File: config.mk
export PLATFORM = sky130hd
export DESIGN_NAME = cu_cta_dispatcher_flat
export DESIGN_NICKNAME = d
export VERILOG_FILES = /design/src/rtl/cu_cta_dispatcher_if.sv /design/src/rtl/cu_cta_dispatcher.sv /design/src/flat_wrapper.sv
export SDC_FILE = /design/constraint.sdc
export NUM_CORES = 1
export LEC_CHECK = 0
export CAP_MARGIN = 20
export CELL_PAD_IN_SITES_DETAIL_PLACEMENT = 0
export CELL_PAD_IN_SITES_GLOBAL_PLACEMENT = 2
export CORE_ASPECT_RATIO = 0.5
export CORE_MARGIN = 5
export CORE_UTILIZATION = 30
export CTS_CLUSTER_DIAMETER = 30
export DETAILED_ROUTE_END_ITERATION = 8
export PLACE_DENSITY = 0.87
export SYNTH_ARGS = -nofsm -noshare
export SYNTH_HDL_FRONTEND = slang
export SYNTH_SLANG_ARGS = --single-unit
File: constraint.sdc
create_clock -name clk -period 6.3 [get_ports clk]
set_input_delay 1.575 -clock clk [delete_from_list [all_inputs] [get_ports clk]]
set_output_delay 1.575 -clock clk [all_outputs]
set_load 0.03 [all_outputs]
File: src/rtl/cu_cta_dispatcher_if.sv
// rtl/cu_cta_dispatcher_if.sv - CTA descriptor handshake bundle toward the warp scheduler
interface cu_cta_dispatcher_if #(
  parameter int CW  = 32,
  parameter int PCW = 32
);
  logic           cta_vld;
  logic           cta_rdy;
  logic [CW-1:0]  cta_id_x;
  logic [CW-1:0]  cta_id_y;
  logic [CW-1:0]  cta_id_z;
  logic [29:0]    cta_ntid;
  logic [PCW-1:0] cta_pc;
  logic           cta_last;

  modport master (
    output cta_vld, cta_id_x, cta_id_y, cta_id_z, cta_ntid, cta_pc, cta_last,
    input  cta_rdy
  );

  modport slave (
    input  cta_vld, cta_id_x, cta_id_y, cta_id_z, cta_ntid, cta_pc, cta_last,
    output cta_rdy
  );
endinterface

File: src/rtl/cu_cta_dispatcher.sv
// rtl/cu_cta_dispatcher.sv - walks the 3-D CTA grid of a kernel launch, one descriptor per handshake
module cu_cta_dispatcher #(
  parameter int CW  = 32,
  parameter int PCW = 32
) (
  input  logic            clk,
  input  logic            rst,
  input  logic            i_kernel_start,
  input  logic            i_abort,
  input  logic [11:0]     i_cfg_ntid_x,
  input  logic [11:0]     i_cfg_ntid_y,
  input  logic [5:0]      i_cfg_ntid_z,
  input  logic [CW-1:0]   i_cfg_nctaid_x,
  input  logic [CW-1:0]   i_cfg_nctaid_y,
  input  logic [CW-1:0]   i_cfg_nctaid_z,
  input  logic [PCW-1:0]  i_cfg_init_pc,
  cu_cta_dispatcher_if.master o_cta,
  output logic            o_busy,
  output logic            o_done,
  output logic            o_sta_err_zero,
  output logic            o_sta_aborted,
  output logic [31:0]     o_sta_cta_cnt
);
  localparam logic [CW-1:0] ONE = CW'(1);

  typedef enum logic [1:0] {S_IDLE, S_DISP, S_FIN} state_t;

  state_t          r_state;
  logic [CW-1:0]   r_nx, r_ny, r_nz;
  logic [29:0]     r_ntid;
  logic [PCW-1:0]  r_pc;
  logic [CW-1:0]   r_x, r_y, r_z;
  logic            r_vld, r_last, r_busy, r_done, r_err, r_abt;
  logic [31:0]     r_cnt;

  logic            w_hs, w_zero, w_last_start;
  logic            w_x_end, w_y_end, w_last_nxt;
  logic [CW-1:0]   w_x_nxt, w_y_nxt, w_z_nxt;

  assign w_hs         = r_vld && o_cta.cta_rdy;
  assign w_zero       = (i_cfg_nctaid_x == '0) || (i_cfg_nctaid_y == '0) || (i_cfg_nctaid_z == '0);
  assign w_last_start = (i_cfg_nctaid_x == ONE) && (i_cfg_nctaid_y == ONE) && (i_cfg_nctaid_z == ONE);

  // Grid dims are non-zero in DISP, so n-1 never underflows and n = 2^CW-1 compares cleanly.
  always_comb begin
    w_x_end    = (r_x == r_nx - ONE);
    w_y_end    = (r_y == r_ny - ONE);
    w_x_nxt    = w_x_end ? '0 : r_x + ONE;
    w_y_nxt    = w_x_end ? (w_y_end ? '0 : r_y + ONE) : r_y;
    w_z_nxt    = (w_x_end && w_y_end) ? r_z + ONE : r_z;
    w_last_nxt = (w_x_nxt == r_nx - ONE) && (w_y_nxt == r_ny - ONE) && (w_z_nxt == r_nz - ONE);
  end

  always_ff @(posedge clk) begin
    if (rst) begin
      r_state <= S_IDLE;
      r_nx    <= '0;
      r_ny    <= '0;
      r_nz    <= '0;
      r_ntid  <= '0;
      r_pc    <= '0;
      r_x     <= '0;
      r_y     <= '0;
      r_z     <= '0;
      r_vld   <= 1'b0;
      r_last  <= 1'b0;
      r_busy  <= 1'b0;
      r_done  <= 1'b0;
      r_err   <= 1'b0;
      r_abt   <= 1'b0;
      r_cnt   <= '0;
    end else begin
      r_done <= 1'b0;
      case (r_state)
        S_IDLE: begin
          if (i_kernel_start) begin
            r_nx   <= i_cfg_nctaid_x;
            r_ny   <= i_cfg_nctaid_y;
            r_nz   <= i_cfg_nctaid_z;
            r_ntid <= {i_cfg_ntid_z, i_cfg_ntid_y, i_cfg_ntid_x};
            r_pc   <= i_cfg_init_pc;
            r_x    <= '0;
            r_y    <= '0;
            r_z    <= '0;
            r_err  <= w_zero;
            r_abt  <= 1'b0;
            r_cnt  <= '0;
            if (w_zero) begin
              r_state <= S_FIN;
              r_done  <= 1'b1;
            end else begin
              r_state <= S_DISP;
              r_vld   <= 1'b1;
              r_busy  <= 1'b1;
              r_last  <= w_last_start;
            end
          end
        end
        S_DISP: begin
          if (w_hs) begin
            r_cnt  <= r_cnt + 32'd1;
            r_x    <= w_x_nxt;
            r_y    <= w_y_nxt;
            r_z    <= w_z_nxt;
            r_last <= w_last_nxt;
          end
          // Abort overrides any further advance, but a handshake in the same cycle still counts.
          if (i_abort || (w_hs && r_last)) begin
            r_state <= S_FIN;
            r_vld   <= 1'b0;
            r_last  <= 1'b0;
            r_busy  <= 1'b0;
            r_done  <= 1'b1;
            r_abt   <= i_abort;
          end
        end
        S_FIN:   r_state <= S_IDLE;
        default: r_state <= S_IDLE;
      endcase
    end
  end

  assign o_cta.cta_vld  = r_vld;
  assign o_cta.cta_id_x = r_x;
  assign o_cta.cta_id_y = r_y;
  assign o_cta.cta_id_z = r_z;
  assign o_cta.cta_ntid = r_ntid;
  assign o_cta.cta_pc   = r_pc;
  assign o_cta.cta_last = r_last;
  assign o_busy         = r_busy;
  assign o_done         = r_done;
  assign o_sta_err_zero = r_err;
  assign o_sta_aborted  = r_abt;
  assign o_sta_cta_cnt  = r_cnt;
endmodule
File: src/flat_wrapper.sv
// flat-port wrapper written by rule: the top's interface ports become plain ports
module cu_cta_dispatcher_flat 
#(
  parameter int CW  = 32,
  parameter int PCW = 32
)
  (clk, rst, i_kernel_start, i_abort, i_cfg_ntid_x, i_cfg_ntid_y, i_cfg_ntid_z, i_cfg_nctaid_x, i_cfg_nctaid_y, i_cfg_nctaid_z, i_cfg_init_pc, o_busy, o_done, o_sta_err_zero, o_sta_aborted, o_sta_cta_cnt, o_cta_cta_vld, o_cta_cta_id_x, o_cta_cta_id_y, o_cta_cta_id_z, o_cta_cta_ntid, o_cta_cta_pc, o_cta_cta_last, o_cta_cta_rdy);
  cu_cta_dispatcher_if #(.CW(CW), .PCW(PCW)) o_cta_i ();
  input  logic clk;
  input  logic rst;
  input  logic i_kernel_start;
  input  logic i_abort;
  input  logic [11:0] i_cfg_ntid_x;
  input  logic [11:0] i_cfg_ntid_y;
  input  logic [5:0] i_cfg_ntid_z;
  input  logic [CW-1:0] i_cfg_nctaid_x;
  input  logic [CW-1:0] i_cfg_nctaid_y;
  input  logic [CW-1:0] i_cfg_nctaid_z;
  input  logic [PCW-1:0] i_cfg_init_pc;
  output logic o_busy;
  output logic o_done;
  output logic o_sta_err_zero;
  output logic o_sta_aborted;
  output logic [31:0] o_sta_cta_cnt;
  output wire logic [$bits(o_cta_i.cta_vld)-1:0] o_cta_cta_vld;
  output wire logic [$bits(o_cta_i.cta_id_x)-1:0] o_cta_cta_id_x;
  output wire logic [$bits(o_cta_i.cta_id_y)-1:0] o_cta_cta_id_y;
  output wire logic [$bits(o_cta_i.cta_id_z)-1:0] o_cta_cta_id_z;
  output wire logic [$bits(o_cta_i.cta_ntid)-1:0] o_cta_cta_ntid;
  output wire logic [$bits(o_cta_i.cta_pc)-1:0] o_cta_cta_pc;
  output wire logic [$bits(o_cta_i.cta_last)-1:0] o_cta_cta_last;
  input wire logic [$bits(o_cta_i.cta_rdy)-1:0] o_cta_cta_rdy;
  assign o_cta_cta_vld = o_cta_i.cta_vld;
  assign o_cta_cta_id_x = o_cta_i.cta_id_x;
  assign o_cta_cta_id_y = o_cta_i.cta_id_y;
  assign o_cta_cta_id_z = o_cta_i.cta_id_z;
  assign o_cta_cta_ntid = o_cta_i.cta_ntid;
  assign o_cta_cta_pc = o_cta_i.cta_pc;
  assign o_cta_cta_last = o_cta_i.cta_last;
  assign o_cta_i.cta_rdy = o_cta_cta_rdy;
  cu_cta_dispatcher #(.CW(CW), .PCW(PCW)) u_core (.clk(clk), .rst(rst), .i_kernel_start(i_kernel_start), .i_abort(i_abort), .i_cfg_ntid_x(i_cfg_ntid_x), .i_cfg_ntid_y(i_cfg_ntid_y), .i_cfg_ntid_z(i_cfg_ntid_z), .i_cfg_nctaid_x(i_cfg_nctaid_x), .i_cfg_nctaid_y(i_cfg_nctaid_y), .i_cfg_nctaid_z(i_cfg_nctaid_z), .i_cfg_init_pc(i_cfg_init_pc), .o_cta(o_cta_i), .o_busy(o_busy), .o_done(o_done), .o_sta_err_zero(o_sta_err_zero), .o_sta_aborted(o_sta_aborted), .o_sta_cta_cnt(o_sta_cta_cnt));
endmodule
=== Word level (Yosys, flattened, before mapping) ===
Cells that the tools add are included.
W data, S select, Z words.

* Eq/ne operators: 14
* Bitwise gates (word level): 0
* Add/sub/neg operators: 7
* Reduce and logical (&&, ||, !) cells: 21
* Shifts and indexed selects: 0
* Magnitude comparators: 0
* Multiplexer cells: 33
* Divide/modulo/power cells: 0
* $mul: 0

{| class="wikitable"
|+ Operators by type and width
! cell !! count
|-
| $mux W32 || 9
|-
| $pmux W32 S2 || 4
|-
| $eq A32 B32 Y1 || 5
|-
| $add A32 B1 Y32 const B || 4
|-
| $eq A32 B1 Y1 const B || 3
|-
| $logic_not A32 Y1 || 3
|-
| $sub A32 B1 Y32 const B || 3
|-
| $mux W1 || 12
|-
| $pmux W1 S2 || 4
|-
| $reduce_and A4 Y1 || 2
|-
| $logic_and A1 B1 Y1 || 7
|-
| $mux W2 || 3
|-
| $reduce_and A3 Y1 || 2
|-
| $ne A2 B1 Y1 const B || 2
|-
| $ne A2 B2 Y1 const B || 2
|-
| $pmux W2 S2 || 1
|-
| $reduce_and A2 Y1 || 2
|-
| $logic_or A1 B1 Y1 || 3
|-
| $ne A3 B1 Y1 const B || 1
|-
| $eq A2 B1 Y1 const B || 1
|-
| $logic_not A2 Y1 || 1
|-
| $reduce_bool A2 Y1 || 1
|}

* Latch bits: 0
* Memories: 0
* Bits in writable memories: 0
* Output and inout port bits: 196
* Bits of input ports: 163
* Flip-flop bits (word level): 293
* ROM bits: 0
* Logic and storage cells: 90

=== Logic depth before layout (Yosys ltp) ===
Gate-level depths: netlist of the first run.

* Depth after elaboration: 10
* Mapped depth: 19
* Gate-level depth less buffers: 15

=== Worst setup path after synthesis of the first run ===
No wires, ideal clock.

* Kind: register to register
* Start point: reg u_core.r_ny[0]
* End point: reg u_core.r_last, in the netlist u_core.o_cta.cta_last
* Slack: 1.456 ns
* Data arrival time: 4.759 ns
* Setup time: 0.084 ns
* Clock period less this slack: 4.844 ns
* Stages on the path, launching flop included: 17
* Buffers on the path: 1
* Cells stage by stage: dfxtp_1 -> clkbuf_1 -> inv_1 -> ha_1 -> nor4b_1 -> nand4_2 -> or3_1 -> and3_1 -> or2_2 -> nor4_1 -> nand3_1 -> nor2_1 -> mux2_2 -> a2111o_1 -> nor4_1 -> nand4_1 -> o31ai_2

* Word-level cells in the longest chain between the ends: 10
* Elaborated cells between the ends (all ways): 13

{| class="wikitable"
|+ RTL lines
! item !! RTL line !! text
|-
| start, declared || cu_cta_dispatcher.sv:29 || <nowiki>logic [CW-1:0] r_nx, r_ny, r_nz;</nowiki>
|-
| start signal, assigned || cu_cta_dispatcher.sv:78 || <nowiki>r_ny <= i_cfg_nctaid_y;</nowiki>
|-
| $sub A32 B1 Y32 * || cu_cta_dispatcher.sv:47, cu_cta_dispatcher.sv:51 ||
|-
| $eq A32 B32 Y1 || cu_cta_dispatcher.sv:47 || <nowiki>w_y_end = (r_y == r_ny - ONE);</nowiki>
|-
| $mux W32 (2 in series) || cu_cta_dispatcher.sv:49 || <nowiki>w_y_nxt = w_x_end ? (w_y_end ? '0 : r_y + ONE) : r_y;</nowiki>
|-
| $eq A32 B32 Y1 || cu_cta_dispatcher.sv:51 || <nowiki>w_last_nxt = (w_x_nxt == r_nx - ONE) && (w_y_nxt == r_ny - ONE) && (w_z_nxt == r_nz - ONE);</nowiki>
|-
| $logic_and A1 B1 Y1 || cu_cta_dispatcher.sv:51 ||
|-
| $logic_and A1 B1 Y1 * || cu_cta_dispatcher.sv:51 ||
|-
| $mux W1 * || cu_cta_dispatcher.sv:100 || <nowiki>if (w_hs) begin</nowiki>
|-
| $mux W1 * || cu_cta_dispatcher.sv:108 || <nowiki>if (i_abort || (w_hs && r_last)) begin</nowiki>
|-
| $pmux W1 S2 * || cu_cta_dispatcher.sv:74 || <nowiki>case (r_state)</nowiki>
|-
| end signal, assigned || cu_cta_dispatcher.sv:95 || <nowiki>r_last <= w_last_start;</nowiki>
|-
| end signal, assigned || cu_cta_dispatcher.sv:105 || <nowiki>r_last <= w_last_nxt;</nowiki>
|-
| end, declared || cu_cta_dispatcher.sv:33 || <nowiki>logic r_vld, r_last, r_busy, r_done, r_err, r_abt;</nowiki>
|}

Mark *: on every way between the ends. The rest lies on a longest branch, timed or not. The select of a mux whose other input is x is not followed.
A chain may end at the register's enable or synchronous reset.

=== Worst setup path after layout of the first run ===
* Start point: reg u_core.r_nx[11]
* End point: reg u_core.r_last, in the netlist u_core.o_cta.cta_last

* Word-level cells in the longest chain between the ends: 9
* Elaborated cells between the ends (all ways): 14

{| class="wikitable"
|+ RTL lines
! item !! RTL line !! text
|-
| start, declared || cu_cta_dispatcher.sv:29 ||
|-
| start signal, assigned || cu_cta_dispatcher.sv:77 || <nowiki>r_nx <= i_cfg_nctaid_x;</nowiki>
|-
| $sub A32 B1 Y32 * || cu_cta_dispatcher.sv:46, cu_cta_dispatcher.sv:51 ||
|-
| $eq A32 B32 Y1 || cu_cta_dispatcher.sv:46 || <nowiki>w_x_end = (r_x == r_nx - ONE);</nowiki>
|-
| $mux W32, or another cell as far along || cu_cta_dispatcher.sv:48 || <nowiki>w_x_nxt = w_x_end ? '0 : r_x + ONE;</nowiki>
|-
| $eq A32 B32 Y1 or $mux W32 (tied branches) || cu_cta_dispatcher.sv:51, cu_cta_dispatcher.sv:50 ||
|-
| $logic_and A1 B1 Y1 or $eq A32 B32 Y1 (tied branches) || cu_cta_dispatcher.sv:51 ||
|-
| $logic_and A1 B1 Y1 * || cu_cta_dispatcher.sv:51 ||
|-
| $mux W1 * || cu_cta_dispatcher.sv:100 ||
|-
| $mux W1 * || cu_cta_dispatcher.sv:108 ||
|-
| $pmux W1 S2 * || cu_cta_dispatcher.sv:74 ||
|}

Marked as above.

==> results of run 1 <==
## final cells by class
cell class	count	area, um2
fillers	6660	38500
multi-input cells	2120	12700
flip-flops and latches	293	5870
repair buffers	419	4130
clock buffers	82	1820
well taps	884	1110
clock inverters	38	418
inverters	32	120
## worst max-delay path, cell delays in order (launching register included)
cell and delay [ps]:
dfxtp_1 390, or4_4 600, or4_1 660, nor3_1 430
xnor3_1 210, nand4_1 110, or4b_1 750, or3_2 750
buf_4 280, o31ai_1 270, o311ai_1 130, nand4b_1 210
nor4_1 390, nand4_1 190, o31ai_2 220
## cells in the final DEF (no fill, tap or decap), drive strengths merged, types with 15 or more instances in the layout
cell type,count
xor2,94
nand3b,35
a311oi,24
a21oi,284
a31oi,20
dfxtp,293
a22oi,23
or2,17
nand4,58
or4,30
nor2,199
nand2,472
and3,38
nor3,74
o21ai,105
nor4,89
nor2b,18
clkbuf,83
xnor2,159
nand3,73
buf,61
nand2b,15
inv,44
or3,48
clkdlybuf4s50,357
## per-layer routing
metal	GRT usage, %	vias to the layer above	wire (um)
li1	-	10100	-
met1	32.3	10300	38100
met2	38.5	883	40400
met3	5.45	147	7250
met4	5.98	0	2140
met5	0	-	0
## cell families (layout without fill, tap and decap cells)
| family | after synthesis | count (layout) | share of synthesized area [%] |
|---|---|---|---|
| AOI/OAI and AO/OA | 596 | 596 | 18.8 |
| xor gates and xnor gates | 268 | 268 | 13.1 |
| adders and majority gates | 7 | 7 | 0.449 |
| buffers and inverters | 229 | 571 | 4.89 |
| DFF | 293 | 293 | 30.1 |
| muxes | 11 | 11 | 0.578 |
| and+or+nand+nor | 1238 | 1238 | 32.1 |
## worst max path at each step
stage,start,endpoint,slack [ps],cells after the start
2_1_floorplan,u_core.r_ny[0],u_core.o_cta.cta_last,1460,16
3_3_place_gp,i_cfg_nctaid_y[30],u_core.o_cta.cta_last,810,14
3_5_place_dp,u_core.r_nx[11],u_core.o_cta.cta_last,650,14
4_1_cts,u_core.r_nx[11],u_core.o_cta.cta_last,660,14
5_1_grt,u_core.r_nx[11],u_core.o_cta.cta_last,230,14
6_report,u_core.r_nx[11],u_core.o_cta.cta_last,620,14
## registers in the layout, indices dropped and copies added (netlist names), 2 cells and up
register and cells:
u_core.o_cta.cta_id_y 32, u_core.r_ny 32, u_core.o_cta.cta_id_x 32, u_core.o_cta.cta_id_z 32, u_core.o_cta.cta_pc 32, u_core.o_sta_cta_cnt 32, u_core.r_state 2, u_core.r_nx 32
u_core.r_nz 32, u_core.o_cta.cta_ntid 30
## metrics by stage
step / utilization (%) / power, W / hold slack (ps)
2_1_floorplan: - / 0.00286 / 450
3_3_place_gp: 37.0 / 0.00340 / 441
3_5_place_dp: 37.0 / 0.00340 / 446
4_1_cts: 40.5 / 0.00692 / 452
5_1_grt: 40.5 / 0.00715 / 467
6_report: 40.5 / 0.00688 / 449
## power groups by stage
stage / sequential, W / clock, W / combinational [W]
global route: 0.00203 / 0.00366 / 0.00146
global placement: 0.00205 / 0 / 0.00135
floorplan: 0.00206 / 0 / 0.000798
finish: 0.00202 / 0.00349 / 0.00137
CTS: 0.00202 / 0.00356 / 0.00135
detailed placement: 0.00205 / 0 / 0.00134
==> results.md, run 1 <==
* Outcome: completed
* Avg Cell Area, Syn at 7.38 um2
* Leakage at 9.09 nW
* Critical R2R Capture: u_core.o_cta.cta_last
* Max Fclk at 176 MHz
* Leading post-synthesis cells by cell area: dfxtp_1, nand2_1, a21oi_1
* Fin nets at 3102
* Crit. End Element: register
* Clock power frac at 50.7%
* Worst clock skew at 38.9 ps
* Post-synth top area share at 30.1%
* Min-Delay Path Class: register to register
* Starting DRC count in detailed routing at 2084
* Area leader, netlist: dfxtp_1
* Final instance area at 0.0262 mm2
* Measured slew at the worst slew-check pin at 1130 ps
* Die width at 370 um
* Starting density of the core at 30.1%
* Netlist Area Pre-Place at 0.0195 mm2
* Fin Setup TNS at 0 ps
* Initial antenna violation count at 0
* Pwr dens at 263 mW/mm2
* Finished Layout Cells at 3868
* Total CTS buffers at 66
* Commonest cells in the synthesized netlist: nand2_1, dfxtp_1, a21oi_1, nor2_1, clkbuf_1
* Yosys cell types at 96
* Synth Net Count at 2812
* Seq pwr share at 29.3%
* Top-count cell post-synth: nand2_1
* CTS tree: yes
* First-pass GRT wire length at 129 mm
* Placed instance count at 3748
* Sw Share at 31.6%
* Fin. max-slew vios at 0
* CTS root buf: clkbuf_16
* Critical Path Start Type: register
* Register area share after synthesis at 30.1%
* R2r setup slk at 620 ps
* DR vias at 21400
* Setup Viol. Count Final at 0
* Port Buf Inserts at 358
* Crit path required time at 6820 ps
* Hold Path Cell Cnt at 2
* Routed WL per cell at 22.7 um
* Hold path endpoint: u_core.o_cta.cta_pc[25]
* RR Startpoint: u_core.r_nx[11]
* Final worst slack at 615 ps
* Final Critical Period at 5680 ps
* R2R depth at 14
* Largest net degree at the start of global routing at 163
* Detail Route Antenna Nets at 0
* CTS max path bufs at 3
* Iteration count of the initial detailed-routing pass at 6
* Layout area overhead at 34.2%
* Antenna cells at 0
* Post-synthesis cell count at 2642
* Sw Pwr at 0.00218 W
* Clock sink count at 293
* Logic pwr share at 19.9%
* GRT Residual Overflow at 0
* Pre-CTS WS at 653 ps
* DIE HEIGHT at 190 um
* Fin. Hold Viols at 0
* Die area at 0.0705 mm2
* Yosys reg bits at 293
* Slew margin rel. at 23.9%
* Ys async rst share at 0%
* Detailed Place HPWL at 66.2 mm
* Gr usage total at 23.8%
* CP Class: register to register
* Synth Warn # at 0
* Vias in the first global route at 19800
* Pint at 0.00470 W
* Cell row count at 66
* Resized Gates After CTS at 0
* CTS H-tree lvls at 3
* Vias per cell at 5.53
* Number of remaining DRC errors at 0
* Final period util at 90.2%
* Io pins at 359
* Hold Startpoint: u_core.o_cta.cta_pc[25]
* Total of max-cap violations at 0
* Share of layout cells above drive strength 1 at 7.84%
* Clk_lat worst skew at 620 ps
* Dpl cell area at 0.0239 mm2
* Synth Flop Type: dfxtp_1
* EDFF count, synth at 0
* CP arrival at 6210 ps
* Gpl congestion at 0.978
* RSZ-0062 raised after global routing: false
* Worst IR Drop VDD at 213 uV
* Clock-pin slew on the worst setup and hold paths at 40 ps
* Core area at 0.0647 mm2
* CTS Hold Bufs at 0
* Crit path max fanout at 12
* Routed wire length at 87.9 mm
* Post-CTS setup buffers at 0
(Power assumes the default switching activity.)
==> inputs of run 2 (changes only) <==
--- a/config.mk
+++ b/config.mk
@@ -14,6 +14,7 @@
 export CTS_CLUSTER_DIAMETER = 30
 export DETAILED_ROUTE_END_ITERATION = 8
 export PLACE_DENSITY = 0.87
+export REMOVE_ABC_BUFFERS = 1
 export SYNTH_ARGS = -nofsm -noshare
 export SYNTH_HDL_FRONTEND = slang
 export SYNTH_SLANG_ARGS = --single-unit
==> run 2 against run 1 <==
  * Combinational power barely moved
  * Hold slack improved by 1.2 ps
  * Core utilization rose by 0.24 points
  * Largest cell class unchanged
==> results.md, run 2 (synthesis gave the netlist of run 1 again) <==
* Outcome: completed
* Vias in the first global route at 19900 (+0.55%)
* DR vias at 21600 (+0.78%)
* Pint at 0.00511 W (+8.7%)
* Die area at 0.0705 mm2 (unchanged)
* CTS max path bufs at 3 (unchanged)
* Final Critical Period at 5790 ps (+110 ps)
* Share of layout cells above drive strength 1 at 7.88% (+0.034 points)
* Logic pwr share at 18.7% (-1.2 points)
* Hold WS at 451 ps (+1.19 ps)
* Resized Gates After CTS at 0 (unchanged)
* Max Fclk at 173 MHz (-1.9%)
* Vias per cell at 5.58 (+0.78%)
* Sw Pwr at 0.00215 W (-1.3%)
* Leakage at 9.18 nW (+1.0%)
* Fin. max-slew vios at 0 (unchanged)
* Slew margin rel. at 23.9% (about the same)
* Measured slew at the worst slew-check pin at 1140 ps (+7.26 ps)
* Hold path endpoint: u_core.o_cta.cta_pc[10]
* RSZ-0062 raised after global routing: false
* Pre-CTS WS at 619 ps (-34.0 ps)
* Fin nets at 3102 (unchanged)
* Finished Layout Cells at 3868 (unchanged)
* Largest net degree at the start of global routing at 94 (-42%)
* Clock-pin slew on the worst setup and hold paths at 40 ps (about the same)
* Starting DRC count in detailed routing at 2311 (+11%)
* Clock sink count at 293 (unchanged)
* R2R depth at 14 (unchanged)
* Reg area at 0.00587 mm2 (unchanged)
* CP top delay family: simple AND/OR/NAND/NOR gates
* Layout area overhead at 35.1%
* Gr usage total at 23.9% (+0.040 points)
* Port Buf Inserts at 358 (unchanged)
* Critical R2R Capture: u_core.o_cta.cta_last
* Clk_lat worst skew at 600 ps (-20 ps)
* Hold Path Cell Cnt at 2 (unchanged)
* RR Startpoint: u_core.r_nx[2]
* Worst clock skew at 15.7 ps (-23.2 ps)
* Io pins at 359 (unchanged)
* Hold Startpoint: u_core.o_cta.cta_pc[10]
* Most frequent cells in the layout: nand2_1, clkdlybuf4s50_1, dfxtp_1
* Iteration count of the initial detailed-routing pass at 8 (+2)
* Clock power frac at 53.5% (+2.8 points)
* Total CTS buffers at 70 (+6.1%)
* CP cell instances: or4_4, or3_1, nor4_2, xnor2_1, o2111a_1, nand3_4, or3_2, buf_4, nor2_1, mux2_2, a2111o_1, nor4_1, nand4_1, o31ai_2
* Final period util at 92.0% (+1.7 points)
* Seq pwr share at 27.8% (-1.5 points)
* Number of remaining DRC errors at 0 (unchanged)
* Routed WL per cell at 22.7 um (+0.12%)
* Setup Viol. Count Final at 0 (unchanged)
* Placed instance count at 3742 (-0.16%)
* Critical path buffers and inverters at 1 (unchanged)
* Antenna cells at 0 (unchanged)
* Gpl congestion at 0.973 (-0.46%)
* GRT Residual Overflow at 0 (unchanged)
* First-pass GRT wire length at 130 mm (+0.53%)
* Worst IR Drop VDD at 172 uV (-19%)
* Detailed Place HPWL at 66.2 mm (about the same)
* CTS root buf: clkbuf_16
* Min-Delay Path Class: register to register
* Slowest-stage cell, CP: or3_2
* CP max stage delay at 750 ps (about the same)
* Detail Route Antenna Nets at 0 (unchanged)
* Die width at 370 um (unchanged)
* Initial antenna violation count at 1 (+1)
* Sw Share at 29.6% (-2.1 points)
* Crit path max fanout at 17 (+5)
* Routed wire length at 88.0 mm (+0.12%)
* Fin. Hold Viols at 0 (unchanged)
* Total of max-cap violations at 0 (unchanged)
* Commonest non-fill, non-tap cell in the layout: nand2_1
* Critical Path Start Type: register
* CTS tree: yes
* CTS H-tree lvls at 3 (unchanged)
* Area of the multi-input gates at 0.0127 mm2 (unchanged)
* Crit path required time at 6800 ps (-20 ps)
* Cell row count at 66 (unchanged)
* CTS Hold Bufs at 0 (unchanged)
* Core area at 0.0647 mm2 (unchanged)
* Total chip power at 0.00726 W (+5.5%)
* Post-CTS setup buffers at 0 (unchanged)
* CP arrival at 6300 ps (+90 ps)
* Fin Setup TNS at 0 ps (unchanged)
* Crit. End Element: register
* Final worst slack at 506 ps (-110 ps)
* CP Class: register to register
* R2r setup slk at 510 ps (-110 ps)
* Starting density of the core at 30.1% (unchanged)
* Pwr dens at 276 mW/mm2 (+4.9%)
* DIE HEIGHT at 190 um (unchanged)
* Layout fillers at 6552 (-1.6%)
==> run 2: cell type report <==
cell class / instances / share of cell area [%]
clock buffer: 83 / 7.14
sequential: 293 / 22.3
clock inverter: 41 / 2.34
timing repair buffer: 415 / 15.3
inverter: 32 / 0.456
tap: 884 / 4.20
multi-input combinational: 2120 / 48.3
==> run 2: power groups by stage <==
stage / registers (W) / clock network [W] / logic, W
floorplan: 0.00208 / 0 / 0.000733
global placement: 0.00205 / 0 / 0.00133
detailed placement: 0.00205 / 0 / 0.00132
CTS: 0.00202 / 0.00396 / 0.00133
global route: 0.00203 / 0.00406 / 0.00145
finish: 0.00202 / 0.00388 / 0.00136
==> run 2: worst min-delay path: stages, from the launching register on <==
cell and delay, ps:
dfxtp_1 300, nand2_1 50, a21oi_1 50
==> run 2: worst max path at each step <==
stage / depth (start not counted) / to / startpoint / slack [ps]
floorplan: 10 / u_core.o_sta_cta_cnt[29] / i_kernel_start / -640
global placement: 14 / u_core.o_cta.cta_last / u_core.r_nx[2] / 770
detailed placement: 14 / u_core.o_cta.cta_last / u_core.r_nx[2] / 620
CTS: 14 / u_core.o_cta.cta_last / u_core.r_nx[2] / 610
global route: 14 / u_core.o_cta.cta_last / u_core.r_nx[2] / 240
finish: 14 / u_core.o_cta.cta_last / u_core.r_nx[2] / 510
==> run 2: layer usage <==
| metal | share of wire [%] | global-route usage, % | vias to the layer above |
|---|---|---|---|
| met5 | 0.0091 | 0 | - |
| met4 | 2.5 | 6.01 | 2 |
| met3 | 9.3 | 6.88 | 159 |
| met2 | 45 | 37.9 | 899 |
| met1 | 43 | 32.1 | 10400 |
| li1 | - | - | 10100 |
==> run 2: through the flow <==
step                util, %  area, um2
finish                 40.7      26300
global route           40.7      26300
CTS                    40.7      26300
detailed placement     36.8      23800
global placement       36.8      23800
floorplan                 -      18700
